===== src/rtl/serial_audio_format_controller.sv =====
// Format scanner and stream gate in front of one serial audio decoder.
// Auto mode hunts the four {is_i2s, polarity} candidates; manual mode applies host settings.
module serial_audio_format_controller #(
    parameter int SETTLE_CYCLES = 128,
    parameter int LOCK_WORDS    = 4,
    parameter int UNLOCK_ERRORS = 2
) (
    input  logic        sclk,
    input  logic        reset,
    input  logic        cfg_auto,
    input  logic        cfg_is_i2s,
    input  logic        cfg_lrclk_polarity,
    output logic        dec_is_i2s,
    output logic        dec_lrclk_polarity,
    input  logic        dec_is_error,
    input  logic        dec_valid,
    output logic        dec_ready,
    input  logic        dec_is_left,
    input  logic [31:0] dec_audio,
    output logic        o_valid,
    input  logic        o_ready,
    output logic        o_is_left,
    output logic [31:0] o_audio,
    output logic        locked,
    output logic [1:0]  format,
    output logic [7:0]  scan_count
);

    typedef enum logic [1:0] {SETTLE, HUNT, LOCKED, MANUAL} state_t;

    localparam logic [15:0] SETTLE_LAST = 16'(SETTLE_CYCLES - 1);
    localparam logic [7:0]  LOCK_CNT    = 8'(LOCK_WORDS);
    localparam logic [3:0]  UNLOCK_CNT  = 4'(UNLOCK_ERRORS);

    state_t      state, state_nx;
    logic [1:0]  fmt, fmt_nx;
    logic [15:0] settle_cnt, settle_nx;
    logic [7:0]  good, good_nx;
    logic [3:0]  err, err_nx;
    logic        exp_left, exp_left_nx;
    logic        err_q;
    logic [7:0]  scans, scans_nx;
    logic        xfer, err_ev, mismatch;

    assign locked             = (state == LOCKED) || (state == MANUAL);
    assign dec_ready          = locked ? o_ready : 1'b1;
    assign o_valid            = locked & dec_valid;
    assign o_is_left          = dec_is_left;
    assign o_audio            = dec_audio;
    assign dec_is_i2s         = fmt[1];
    assign dec_lrclk_polarity = fmt[0];
    assign format             = fmt;
    assign scan_count         = scans;

    assign xfer     = dec_valid & dec_ready;
    assign err_ev   = dec_is_error & ~err_q;
    assign mismatch = xfer & (dec_is_left != exp_left);

    always_comb begin
        state_nx    = state;
        fmt_nx      = fmt;
        settle_nx   = settle_cnt;
        good_nx     = good;
        err_nx      = err;
        exp_left_nx = exp_left;
        scans_nx    = scans;
        if (!cfg_auto) begin
            state_nx = MANUAL;
            fmt_nx   = {cfg_is_i2s, cfg_lrclk_polarity};
        end else begin
            unique case (state)
                SETTLE: begin
                    if (settle_cnt == SETTLE_LAST) begin
                        state_nx    = HUNT;
                        good_nx     = '0;
                        exp_left_nx = 1'b1;
                    end else begin
                        settle_nx = settle_cnt + 16'd1;
                    end
                end
                HUNT: begin
                    // an error edge outranks a word arriving in the same cycle
                    if (err_ev || mismatch) begin
                        state_nx  = SETTLE;
                        settle_nx = '0;
                        fmt_nx    = fmt + 2'd1;
                        if (scans != 8'hFF)
                            scans_nx = scans + 8'd1;
                    end else if (xfer) begin
                        good_nx     = good + 8'd1;
                        exp_left_nx = ~exp_left;
                        if (good + 8'd1 == LOCK_CNT) begin
                            state_nx = LOCKED;
                            err_nx   = '0;
                        end
                    end
                end
                LOCKED: begin
                    if (xfer)
                        exp_left_nx = ~dec_is_left;
                    if (err_ev || mismatch) begin
                        err_nx = err + 4'd1;
                        if (err + 4'd1 == UNLOCK_CNT) begin
                            state_nx  = SETTLE;
                            settle_nx = '0;
                        end
                    end
                end
                MANUAL: begin
                    state_nx  = SETTLE;
                    settle_nx = '0;
                    fmt_nx    = 2'd0;
                end
                default: state_nx = SETTLE;
            endcase
        end
    end

    always_ff @(posedge sclk) begin
        if (reset) begin
            state      <= SETTLE;
            fmt        <= '0;
            settle_cnt <= '0;
            good       <= '0;
            err        <= '0;
            exp_left   <= 1'b1;
            err_q      <= 1'b0;
            scans      <= '0;
        end else begin
            state      <= state_nx;
            fmt        <= fmt_nx;
            settle_cnt <= settle_nx;
            good       <= good_nx;
            err        <= err_nx;
            exp_left   <= exp_left_nx;
            err_q      <= dec_is_error;
            scans      <= scans_nx;
        end
    end

endmodule


===== config.mk =====
export PLATFORM = sky130hd
export DESIGN_NAME = serial_audio_format_controller
export DESIGN_NICKNAME = d
export VERILOG_FILES = /design/src/rtl/serial_audio_format_controller.sv
export SDC_FILE = /design/constraint.sdc
export NUM_CORES = 1
export LEC_CHECK = 0
export BUFFER_PORTS_ARGS = -buffer_cell sky130_fd_sc_hd__buf_2
export CORE_MARGIN = 5
export CORE_UTILIZATION = 45
export CTS_CLUSTER_SIZE = 28
export DETAILED_ROUTE_END_ITERATION = 10
export PLACE_DENSITY_LB_ADDON = 0.1
export SYNTH_ARGS = -nofsm -noshare
export SYNTH_HDL_FRONTEND = slang
export SYNTH_SLANG_ARGS = --single-unit

===== constraint.sdc =====
create_clock -name sclk -period 2.6 [get_ports sclk]
set_input_delay 0.26 -clock sclk [delete_from_list [all_inputs] [get_ports sclk]]
set_output_delay 0.26 -clock sclk [all_outputs]
set_load 0.02 [all_outputs]

==> metrics, run 1 <==
Compound-Gate Fraction of Synth Area=20.1%; fraction of post-synthesis cell area in the top cell type by area=30.2%; die area=7870 um^2; aggregate global routing overflow=0; via count of the first global-routing pass=2244; ordered list of cells on the worst path=inv_1, ha_1, o21bai_2, or3b_4, nor4_4, a21oi_2, or3_1, a21oi_2; CTS clk-pin slew, worst paths=0.08 ns; Max IR drop VDD=271 uV; leading area contributor after synthesis=dfxtp_1; transition at the pin with the smallest max-transition slack=0.547 ns; ranking of synthesized cells by instance count=dfxtp_1 (42), buf_4 (35), a21oi_1 (31), nor2_1 (26), o21ai_0 (26); category of the most critical setup path=reg2reg; TritonCTS clock tree=built; wire per inst=15.0 um; predominant post-synthesis flop cell=dfxtp_1; Post-DRT Antenna Nets=0; top post-synthesis cells by area=dfxtp_1 (30%), buf_4 (9.4%), a21oi_1 (5.6%); post-layout min period=2.42 ns; number of antenna repair diodes=0; final design area excluding fillers=2870 um^2; nets@finish=386; worst-case clock skew=0.00452 ns; number of nets in the synthesized netlist=395; unrepaired setup endpoints after global routing=false; layout cell share with drive strength beyond 1=18.3%; synth unique cells=65; simple-gate share of the synthesized area=26.3%; Max Fanout on Critical Path=5; max_slew headroom=63.2%; proportion of synthesized chip area in sequential cells=30.2%; fin util=48.2%; DRC marker count from the first detailed-route iteration=122; global placement routability congestion=0.819; Data arrival, critical path=2.65 ns; netlist area before placement=2790 um^2; detailed-routed wire length on met3=234 um; detailed-routing wirelength on met1=3120 um; Worst-Skew Late Latency=0.30 ns; post-synthesis xor/xnor area fraction=2.83%; layout overhead on the synthesized area=2.92%; total power of the final layout=1.53 mW; Sink Count=42; number of CTS-inserted buffers=5; Vert. Die Dim=88.7 um; initial antenna violation count=0; overall routing resource usage=16.9%; asr flop ratio synth=0%; vias post-DR=2321; switching portion of total power=25.2%; fraction of power consumed by the clock network=42.4%; first-pass GRT wire length=10700 um; switching power of the nets=0.386 mW; internal power consumption=1.14 mW; share of synthesized cell area in full adder, half adder and majority cells=5.39%; port bufs=24; post-synthesis cell count=342; Avg Cell Area, Syn=8.15 um^2; Max H-tree Level=2; largest family of logic cells by synthesized area=simple AND/OR/NAND/NOR gates; number of endpoints with negative hold slack in the final report=0; run status=complete, no violations; total power per unit cell area=533 nW/um^2; starting density of the core=46.8%; crit share post-route=93.0%; Die Span X=88.7 um; number of detailed-routing iterations run before antenna repair=6; CP Launch Type=flop; final-layout setup total negative slack=0 ns; Critical Path Sink Type=flop; number of max-slew violations in the final report=0; overall routed net length=6140 um; peak per-stage delay on the critical path=0.44 ns; multiplexer fraction of the synthesized cell area=1.84%; DRC violations left=0; Synthesis Warnings=0; # setup viols final=0; Logic pwr share=14.0%; Critical Path RT=2.84 ns; number of storage elements in the synthesis netlist=42; Root Buffer Master=clkbuf_8; highest routed metal layer=met4; routed wire length on met2=2670 um; Site Rows=28; most repeated cell in the gate-level netlist after synthesis=dfxtp_1; portion of total power attributed to sequential cells=43.6%; placeable core region=5960 um^2; total leakage power=1.10 nW; most used cell, CP=a21oi_2; maximum number of pins on one net before global-route repair=25; max-cap violations=0; type of the worst min-delay path=in2reg; post-detailed-route via-to-cell ratio=5.67; cell type of the slowest stage on the worst timing path=or3b_4; Max Clock Freq=0.414 GHz; Layout fillers=596; buffer levels on the longest clock path=2; cell area after placement=2710 um^2; final HPWL from detailed placement=4370 um; top-level port count=89; Post-synth EDFFs=0
-- power groups by stage --
stage	Clock (mW)	Combinational (mW)	Sequential [mW]
after global placement	0	0.210	0.681
final	0.648	0.214	0.666
after global routing	0.693	0.239	0.670
after CTS	0.668	0.210	0.666
after detailed placement	0	0.210	0.681
after floorplan	0	0.223	0.684
-- logic make-up (layout without fill, tap and decap cells) --
group | count (synthesis) | in the layout
buffers and inverters | 56 | 48
AO/OA/AOI/OAI | 89 | 89
flip-flops | 42 | 42
AND/OR/NAND/NOR | 129 | 129
XOR/XNOR | 9 | 9
adder cells (fa/ha/maj) | 12 | 12
multiplexers | 5 | 5
-- cells in the final DEF (no fill, tap or decap), drive strengths merged, types with 4 or more instances in the layout --
cell,count
inv,10
or3,11
nor2,26
mux2i,4
nand3,10
a21oi,32
nand2,24
or4,4
xor2,7
clkbuf,6
o21ai,26
ha,12
nand4,9
and3,8
buf,30
nor3,5
nand3b,4
dfxtp,42
and2,7
a31oi,6
-- flip-flops by register name, summed over array words and instances (netlist names) --
signal / flops
settle_cnt: 16
exp_left: 1
err: 4
state: 2
good: 8
err_q: 1
scan_count: 8
format: 2
-- path summary, 6_finish.rpt --
kind | start | to | slack (ns) | cells past startpoint
min | dec_is_error | err_q$_SDFF_PP0_ | 0.18 | 2
max reg2reg | state[0]$_SDFFE_PP0P_ | err[1]$_SDFFE_PP0P_ | 0.18 | 8
min reg2reg | settle_cnt[1]$_SDFFE_PP0P_ | settle_cnt[1]$_SDFFE_PP0P_ | 0.48 | 2
max | state[0]$_SDFFE_PP0P_ | err[1]$_SDFFE_PP0P_ | 0.18 | 8
-- stage by stage --
stage,hold slack [ns],std cells,setup slack (ns)
floorplan,0.368,342,0.248
global placement,0.459,400,0.155
detailed placement,0.478,400,0.0790
CTS,0.180,408,0.0474
global route,0.183,409,0.0622
finish,0.181,409,0.183
-- routing by layer --
metal	vias to the layer above	track usage [%]
met5	-	0
li1	1183	-
met2	36	26.2
met1	1082	22.7
met3	20	4.00
met4	0	6.04
-- critical path: cells and delay by family (launching register included) --
family | cells | cell delay, ns
AO/OA/AOI/OAI | 3 | 0.49
flip-flops | 1 | 0.38
adder cells (fa/ha/maj) | 1 | 0.25
buffers and inverters | 1 | 0.09
AND/OR/NAND/NOR | 3 | 1.15
-- area by class of cell --
type | count | area (um^2) | area share [%]
Inverter | 10 | 40.0 | 1.40
Clock inverter | 2 | 60.1 | 2.09
Multi-Input combinational cell | 244 | 1590 | 55.3
Tap cell | 75 | 93.8 | 3.27
Clock buffer | 6 | 82.6 | 2.88
Timing Repair Buffer | 30 | 165 | 5.76
Sequential cell | 42 | 842 | 29.4
-- repair_timing --
action | CTS | global route
endpoints found under the hold margin | 0 | 0
hold buffers | 0 | 0
resized for setup | 0 | 4
endpoints found under the setup margin | 0 | 18
buffers inserted | 0 | 1
Note: power is estimated with default switching activity, not from simulation.
==> run 2: changes to the inputs <==
--- a/config.mk
+++ b/config.mk
@@ -10,6 +10,7 @@
 export CORE_UTILIZATION = 45
 export CTS_CLUSTER_SIZE = 28
 export DETAILED_ROUTE_END_ITERATION = 10
+export GPL_ROUTABILITY_DRIVEN = 0
 export PLACE_DENSITY_LB_ADDON = 0.1
 export SYNTH_ARGS = -nofsm -noshare
 export SYNTH_HDL_FRONTEND = slang
==> constraint.sdc (replaced) <==
create_clock -name sclk -period 2.6 [get_ports sclk]
set_input_delay 0.52 -clock sclk [delete_from_list [all_inputs] [get_ports sclk]]
set_output_delay 0.52 -clock sclk [all_outputs]
set_load 0.02 [all_outputs]
==> run 2 against run 1 <==
  * Wire length up 0.52%
  * Core utilization fell by 0.29 points
  * Critical path depth up 2
  * Global-route usage increased by 0.26 points
  * Maximum frequency is 0.69% higher
  * Register-to-register slack improved by 0.02 ns
  * Power decreased by 9.6%
  * Clock skew increased by 0.0023 ns
  * Largest power group unchanged
  * Highest routed layer unchanged
==> metrics, run 2 (synthesis results as in run 1) <==
run status=complete, no violations (unchanged); Max H-tree Level=2 (unchanged); via count of the first global-routing pass=2233 (was 2244); die area=7870 um^2 (unchanged); worst-case register-to-register setup slack=0.20 ns (was 0.18 ns); first-pass GRT wire length=10800 um (was 10700 um); TritonCTS clock tree=built (unchanged); starting density of the core=46.8% (unchanged); CTS clk-pin slew, worst paths=0.08 ns (about the same); number of detailed-routing iterations run before antenna repair=4 (was 6); Largest Register=settle_cnt (unchanged); number of CTS-inserted buffers=5 (unchanged); DRC violations left=0 (unchanged); area taken by flip-flops and latches=842 um^2 (unchanged); Layout fillers=601 (was 596); Setup crit start=state[0]$_SDFFE_PP0P_ (unchanged); post-layout min period=2.40 ns (was 2.42 ns); number of endpoints with negative hold slack in the final report=0 (unchanged); depth of the worst register-to-register path=10 (was 8); most common cell after layout, fill and taps aside=dfxtp_1 (unchanged); Site Rows=28 (unchanged); cell area after placement=2720 um^2 (was 2710 um^2); number of antenna repair diodes=0 (unchanged); max-cap violations=0 (unchanged); Vert. Die Dim=88.7 um (unchanged); layout cell share with drive strength beyond 1=18.8% (was 18.3%); Root Buffer Master=clkbuf_8 (unchanged); Data arrival, critical path=2.63 ns (was 2.65 ns); Max Fanout on Critical Path=8 (was 5); category of the most critical setup path=reg2reg (unchanged); Largest register FFs=16 (unchanged); crit path setup slack, layout=0.199 ns (was 0.183 ns); end point of the critical path=settle_cnt[2]$_SDFFE_PP0P_ (was err[1]$_SDFFE_PP0P_); post-place setup slack=0.0380 ns (was 0.0790 ns); nets@finish=388 (was 386); aggregate global routing overflow=0 (unchanged); overall routing resource usage=17.1% (was 16.9%); # setup viols final=0 (unchanged); count of hold buffers inserted by post-cts repair=0 (unchanged); top-level port count=89 (unchanged); post-detailed-route via-to-cell ratio=5.73 (was 5.67); CP Launch Type=flop (unchanged); number of max-slew violations in the final report=0 (unchanged); max_slew headroom=64.9% (was 63.2%); maximum number of pins on one net before global-route repair=25 (unchanged); Post-DRT Antenna Nets=0 (unchanged); Die Span X=88.7 um (unchanged); initial antenna violation count=0 (unchanged); Worst-Skew Late Latency=0.30 ns (about the same); port bufs=24 (unchanged); cell depth of the worst min-delay path=2 (unchanged); type of the worst min-delay path=in2reg (unchanged); final-layout setup total negative slack=0 ns (unchanged); Critical Path Sink Type=flop (unchanged); total leakage power=1.09 nW (was 1.10 nW); unrepaired setup endpoints after global routing=false (unchanged); Critical Path RT=2.83 ns (was 2.84 ns); wire per inst=15.0 um (about the same); endpoint of the most critical register-to-register path=settle_cnt[2]$_SDFFE_PP0P_ (was err[1]$_SDFFE_PP0P_); final HPWL from detailed placement=4470 um (was 4370 um); Sink Count=42 (unchanged); crit share post-route=92.3% (was 93.0%); layout overhead on the synthesized area=2.29% (was 2.92%); r2r startpoint=state[0]$_SDFFE_PP0P_ (unchanged); commonest cells after routing, fill and taps aside=dfxtp_1 (41), a21oi_1 (30), o21ai_0 (26), nor2_1 (26) (was dfxtp_1 (41), a21oi_1 (30), nor2_1 (26)); vias post-DR=2353 (was 2321); placeable core region=5960 um^2 (unchanged); final design area excluding fillers=2850 um^2 (was 2870 um^2); transition at the pin with the smallest max-transition slack=0.525 ns (was 0.547 ns); DRC marker count from the first detailed-route iteration=116 (was 122); total power per unit cell area=485 nW/um^2 (was 533 nW/um^2); buffer levels on the longest clock path=2 (unchanged); worst-case clock skew=0.00686 ns (was 0.00452 ns); Max IR drop VDD=309 uV (was 271 uV); area of the multi-input gates=1590 um^2 (unchanged); overall routed net length=6180 um (was 6140 um); Max Clock Freq=0.417 GHz (was 0.414 GHz)
## run 2: cell count changes in the layout (fill, tap and decap cells not counted)
cell       change
o21ai_0        +1
bufinv_16      -2
clkbuf_8       +2
o21ai_1        -1
buf_4          +2
## run 2: report_power, final
group	internal, mW	switching (mW)
logic	0.0808	0.135
clock network	0.269	0.231
registers	0.654	0.0122
total	1.00	0.379
## run 2: how the worst min path moves through the flow
stage,start,to,slack [ns]
6_report,dec_is_error,err_q$_SDFF_PP0_,0.45
5_1_grt,dec_is_error,err_q$_SDFF_PP0_,0.46
4_1_cts,dec_is_error,err_q$_SDFF_PP0_,0.45
3_5_place_dp,settle_cnt[1]$_SDFFE_PP0P_,settle_cnt[1]$_SDFFE_PP0P_,0.47
3_3_place_gp,settle_cnt[1]$_SDFFE_PP0P_,settle_cnt[1]$_SDFFE_PP0P_,0.46
2_1_floorplan,settle_cnt[1]$_SDFFE_PP0P_,settle_cnt[1]$_SDFFE_PP0P_,0.44
## run 2: cell type report
class                      instances  area share (%)
timing repair buffer              32            6.32
clock buffer                       8            3.86
sequential                        42            29.5
multi-input combinational        244            55.6
inverter                          10            1.40
tap                               75            3.29
## run 2: worst max-delay path, cell delays in order (launching register included)
cell and delay (ns):
dfxtp_2 0.37, inv_1 0.08, ha_1 0.25, o21bai_2 0.20, a31o_2 0.25, o221a_2 0.22, nand4_1 0.10, buf_4 0.19
buf_4 0.15, or3b_1 0.37, a21oi_1 0.15
## run 2: what timing repair did
| action | in CTS | in global routing |
|---|---|---|
| setup buffers | 0 | 1 |
| endpoints found under the setup margin | 0 | 11 |
| gates resized for setup | 0 | 3 |
## run 2: routing by layer
layer	wire [um]	part of all wire (%)	GRT usage, %
met5	0	0	0
met4	55	0.89	3.98
met3	268	4.3	5.12
met2	2850	46	26.9
met1	3000	49	23.1
## run 2: through the flow
| step | power (mW) | util, % | std cells | hold WS [ns] |
|---|---|---|---|---|
| global placement | 0.894 | 45.7 | 402 | 0.460 |
| floorplan | 0.907 | - | 342 | 0.442 |
| detailed placement | 0.895 | 45.7 | 402 | 0.467 |
| CTS | 1.39 | 47.5 | 410 | 0.445 |
| finish | 1.38 | 47.9 | 411 | 0.450 |
| global route | 1.47 | 47.9 | 411 | 0.457 |
==> run 3: changes to the inputs <==
--- a/config.mk
+++ b/config.mk
@@ -6,6 +6,7 @@
 export NUM_CORES = 1
 export LEC_CHECK = 0
 export BUFFER_PORTS_ARGS = -buffer_cell sky130_fd_sc_hd__buf_2
+export CORE_ASPECT_RATIO = 0.9
 export CORE_MARGIN = 5
 export CORE_UTILIZATION = 45
 export CTS_CLUSTER_SIZE = 28
==> run 3 against run 2 <==
  * Via count decreased by 1.2%
  * Maximum frequency down 1.7%
  * Non-clock buffer count fell by 3
  * Die area hardly changed
  * Largest power group unchanged
  * Largest cell class unchanged
  * Critical endpoint is now err[1]$_SDFFE_PP0P_
  * Worst setup slack worse by 0.042 ns
  * Critical path type unchanged
==> metrics, run 3 (synthesis results as in run 1) <==
worst-case register-to-register setup slack=0.16 ns (was 0.20 ns); buffer levels on the longest clock path=2 (unchanged); DRC violations left=0 (unchanged); CP Launch Type=flop (unchanged); aggregate global routing overflow=0 (unchanged); die area=7870 um^2 (about the same); maximum number of pins on one net before global-route repair=24 (was 25); port bufs=24 (unchanged); Sink Count=42 (unchanged); number of CTS-inserted buffers=5 (unchanged); Post-DRT Antenna Nets=0 (unchanged); worst-case clock skew=0.00873 ns (was 0.00686 ns); number of max-slew violations in the final report=0 (unchanged); vias post-DR=2325 (was 2353); top-level port count=89 (unchanged); nets@finish=385 (was 388); Max H-tree Level=2 (unchanged); overall routed net length=6060 um (was 6180 um); Critical Path RT=2.83 ns (about the same); placeable core region=6080 um^2 (was 5960 um^2); most common cell after layout, fill and taps aside=dfxtp_1 (unchanged); max_slew headroom=65.9% (was 64.9%); number of endpoints with negative hold slack in the final report=0 (unchanged); Root Buffer Master=clkbuf_8 (unchanged); layout overhead on the synthesized area=1.30% (was 2.29%); post-layout min period=2.44 ns (was 2.40 ns); total leakage power=1.08 nW (was 1.09 nW); number of antenna repair diodes=0 (unchanged); commonest cells after routing, fill and taps aside=dfxtp_1 (42), a21oi_1 (30), nor2_1 (26) (was dfxtp_1 (41), a21oi_1 (30), o21ai_0 (26), nor2_1 (26)); type of the worst min-delay path=in2reg (unchanged); number of detailed-routing iterations run before antenna repair=4 (unchanged); r2r startpoint=state[0]$_SDFFE_PP0P_ (unchanged); total power of the final layout=1.38 mW (about the same); cell depth of the worst min-delay path=2 (unchanged); initial antenna violation count=0 (unchanged); run status=complete, no violations (unchanged); Max IR drop VDD=285 uV (was 309 uV); Post-CTS Setup Bufs=0 (unchanged); CTS clk-pin slew, worst paths=0.08 ns (about the same); Worst-Skew Late Latency=0.30 ns (about the same); critical hold path startpoint=dec_is_error (unchanged); depth of the worst register-to-register path=8 (was 10); Die Span X=93.0 um (was 88.7 um); category of the most critical setup path=reg2reg (unchanged); endpoint of the most critical register-to-register path=err[1]$_SDFFE_PP0P_ (was settle_cnt[2]$_SDFFE_PP0P_); via count of the first global-routing pass=2186 (was 2233); layout cell share with drive strength beyond 1=17.7% (was 18.8%); max-cap violations=0 (unchanged); Largest Register=settle_cnt (unchanged); Largest register FFs=16 (unchanged); transition at the pin with the smallest max-transition slack=0.509 ns (was 0.525 ns); DRC marker count from the first detailed-route iteration=118 (was 116); # setup viols final=0 (unchanged); Critical Path Sink Type=flop (unchanged); crit share post-route=94.0% (was 92.3%); unrepaired setup endpoints after global routing=false (unchanged); Max Fanout on Critical Path=5 (was 8); overall routing resource usage=15.9% (was 17.1%); Vert. Die Dim=84.7 um (was 88.7 um); Data arrival, critical path=2.67 ns (was 2.63 ns); TritonCTS clock tree=built (unchanged); final HPWL from detailed placement=4280 um (was 4470 um); starting density of the core=45.8% (was 46.8%); Site Rows=27 (was 28); wire per inst=15.0 um (about the same); Max Clock Freq=0.409 GHz (was 0.417 GHz); total power per unit cell area=488 nW/um^2 (was 485 nW/um^2); post-detailed-route via-to-cell ratio=5.74 (was 5.73); final-layout setup total negative slack=0 ns (unchanged); first-pass GRT wire length=10500 um (was 10800 um); Hold Crit Endpoint=err_q$_SDFF_PP0_ (unchanged)
==> run 3: cell types whose count changed in the layout (fill, tap and decap cells not counted), sizes merged <==
cell,change
buf,-3
==> run 3: per-layer routing <==
layer / vias to the layer above / GRT usage [%] / routed length [um]
li1: 1182 / - / -
met5: - / 0 / 0
met2: 30 / 23.5 / 2610
met1: 1091 / 22.7 / 3120
met3: 22 / 3.05 / 222
met4: 0 / 6.39 / 104
==> run 3: critical path, stage by stage (launching register included) <==
cell,delay (ns)
dfxtp_1,0.41
inv_1,0.11
ha_1,0.26
o21bai_2,0.20
or3b_4,0.44
nor4_4,0.34
a21oi_2,0.14
or3_1,0.35
a21oi_2,0.13
==> run 3: what timing repair did <==
item	in CTS	in global routing
hold buffers	0	0
endpoints found under the hold margin	0	0
endpoints found under the setup margin	0	4
gates resized for setup	0	3
==> run 3: area by class of cell <==
type,instances,area (um^2)
repair buffers,29,158
well taps,72,90.1
clock buffers,8,110
multi-input cells,244,1590
flip-flops and latches,42,841
fillers,621,3260
inverters,10,40.0
==> run 3: how the worst max path moves through the flow <==
stage | startpoint | depth (start not counted) | end | slack [ns]
floorplan | state[0]$_SDFFE_PP0P_ | 8 | err[1]$_SDFFE_PP0P_ | 0.25
global placement | state[0]$_SDFFE_PP0P_ | 8 | err[1]$_SDFFE_PP0P_ | 0.22
detailed placement | state[0]$_SDFFE_PP0P_ | 8 | err[1]$_SDFFE_PP0P_ | 0.17
CTS | state[0]$_SDFFE_PP0P_ | 8 | err[1]$_SDFFE_PP0P_ | 0.14
global route | state[0]$_SDFFE_PP0P_ | 9 | settle_cnt[15]$_SDFFE_PP0P_ | 0.002
finish | state[0]$_SDFFE_PP0P_ | 8 | err[1]$_SDFFE_PP0P_ | 0.16
==> run 3: stage by stage <==
step / std cells / utilization, % / worst slack [ns] / cell area (um^2) / hold WS (ns)
after floorplan: 342 / - / 0.248 / 2790 / 0.442
after global placement: 397 / 44.4 / 0.221 / 2700 / 0.458
after detailed placement: 397 / 44.4 / 0.167 / 2700 / 0.464
after CTS: 405 / 46.2 / 0.143 / 2810 / 0.442
after global routing: 405 / 46.4 / 0.00232 / 2820 / 0.467
final: 405 / 46.4 / 0.157 / 2820 / 0.451
==> run 3: power breakdown <==
group          internal (mW)  leakage [nW]  switching [mW]
Clock                  0.269        0.0575           0.232
Sequential             0.654         0.340          0.0124
Combinational         0.0775         0.682           0.133
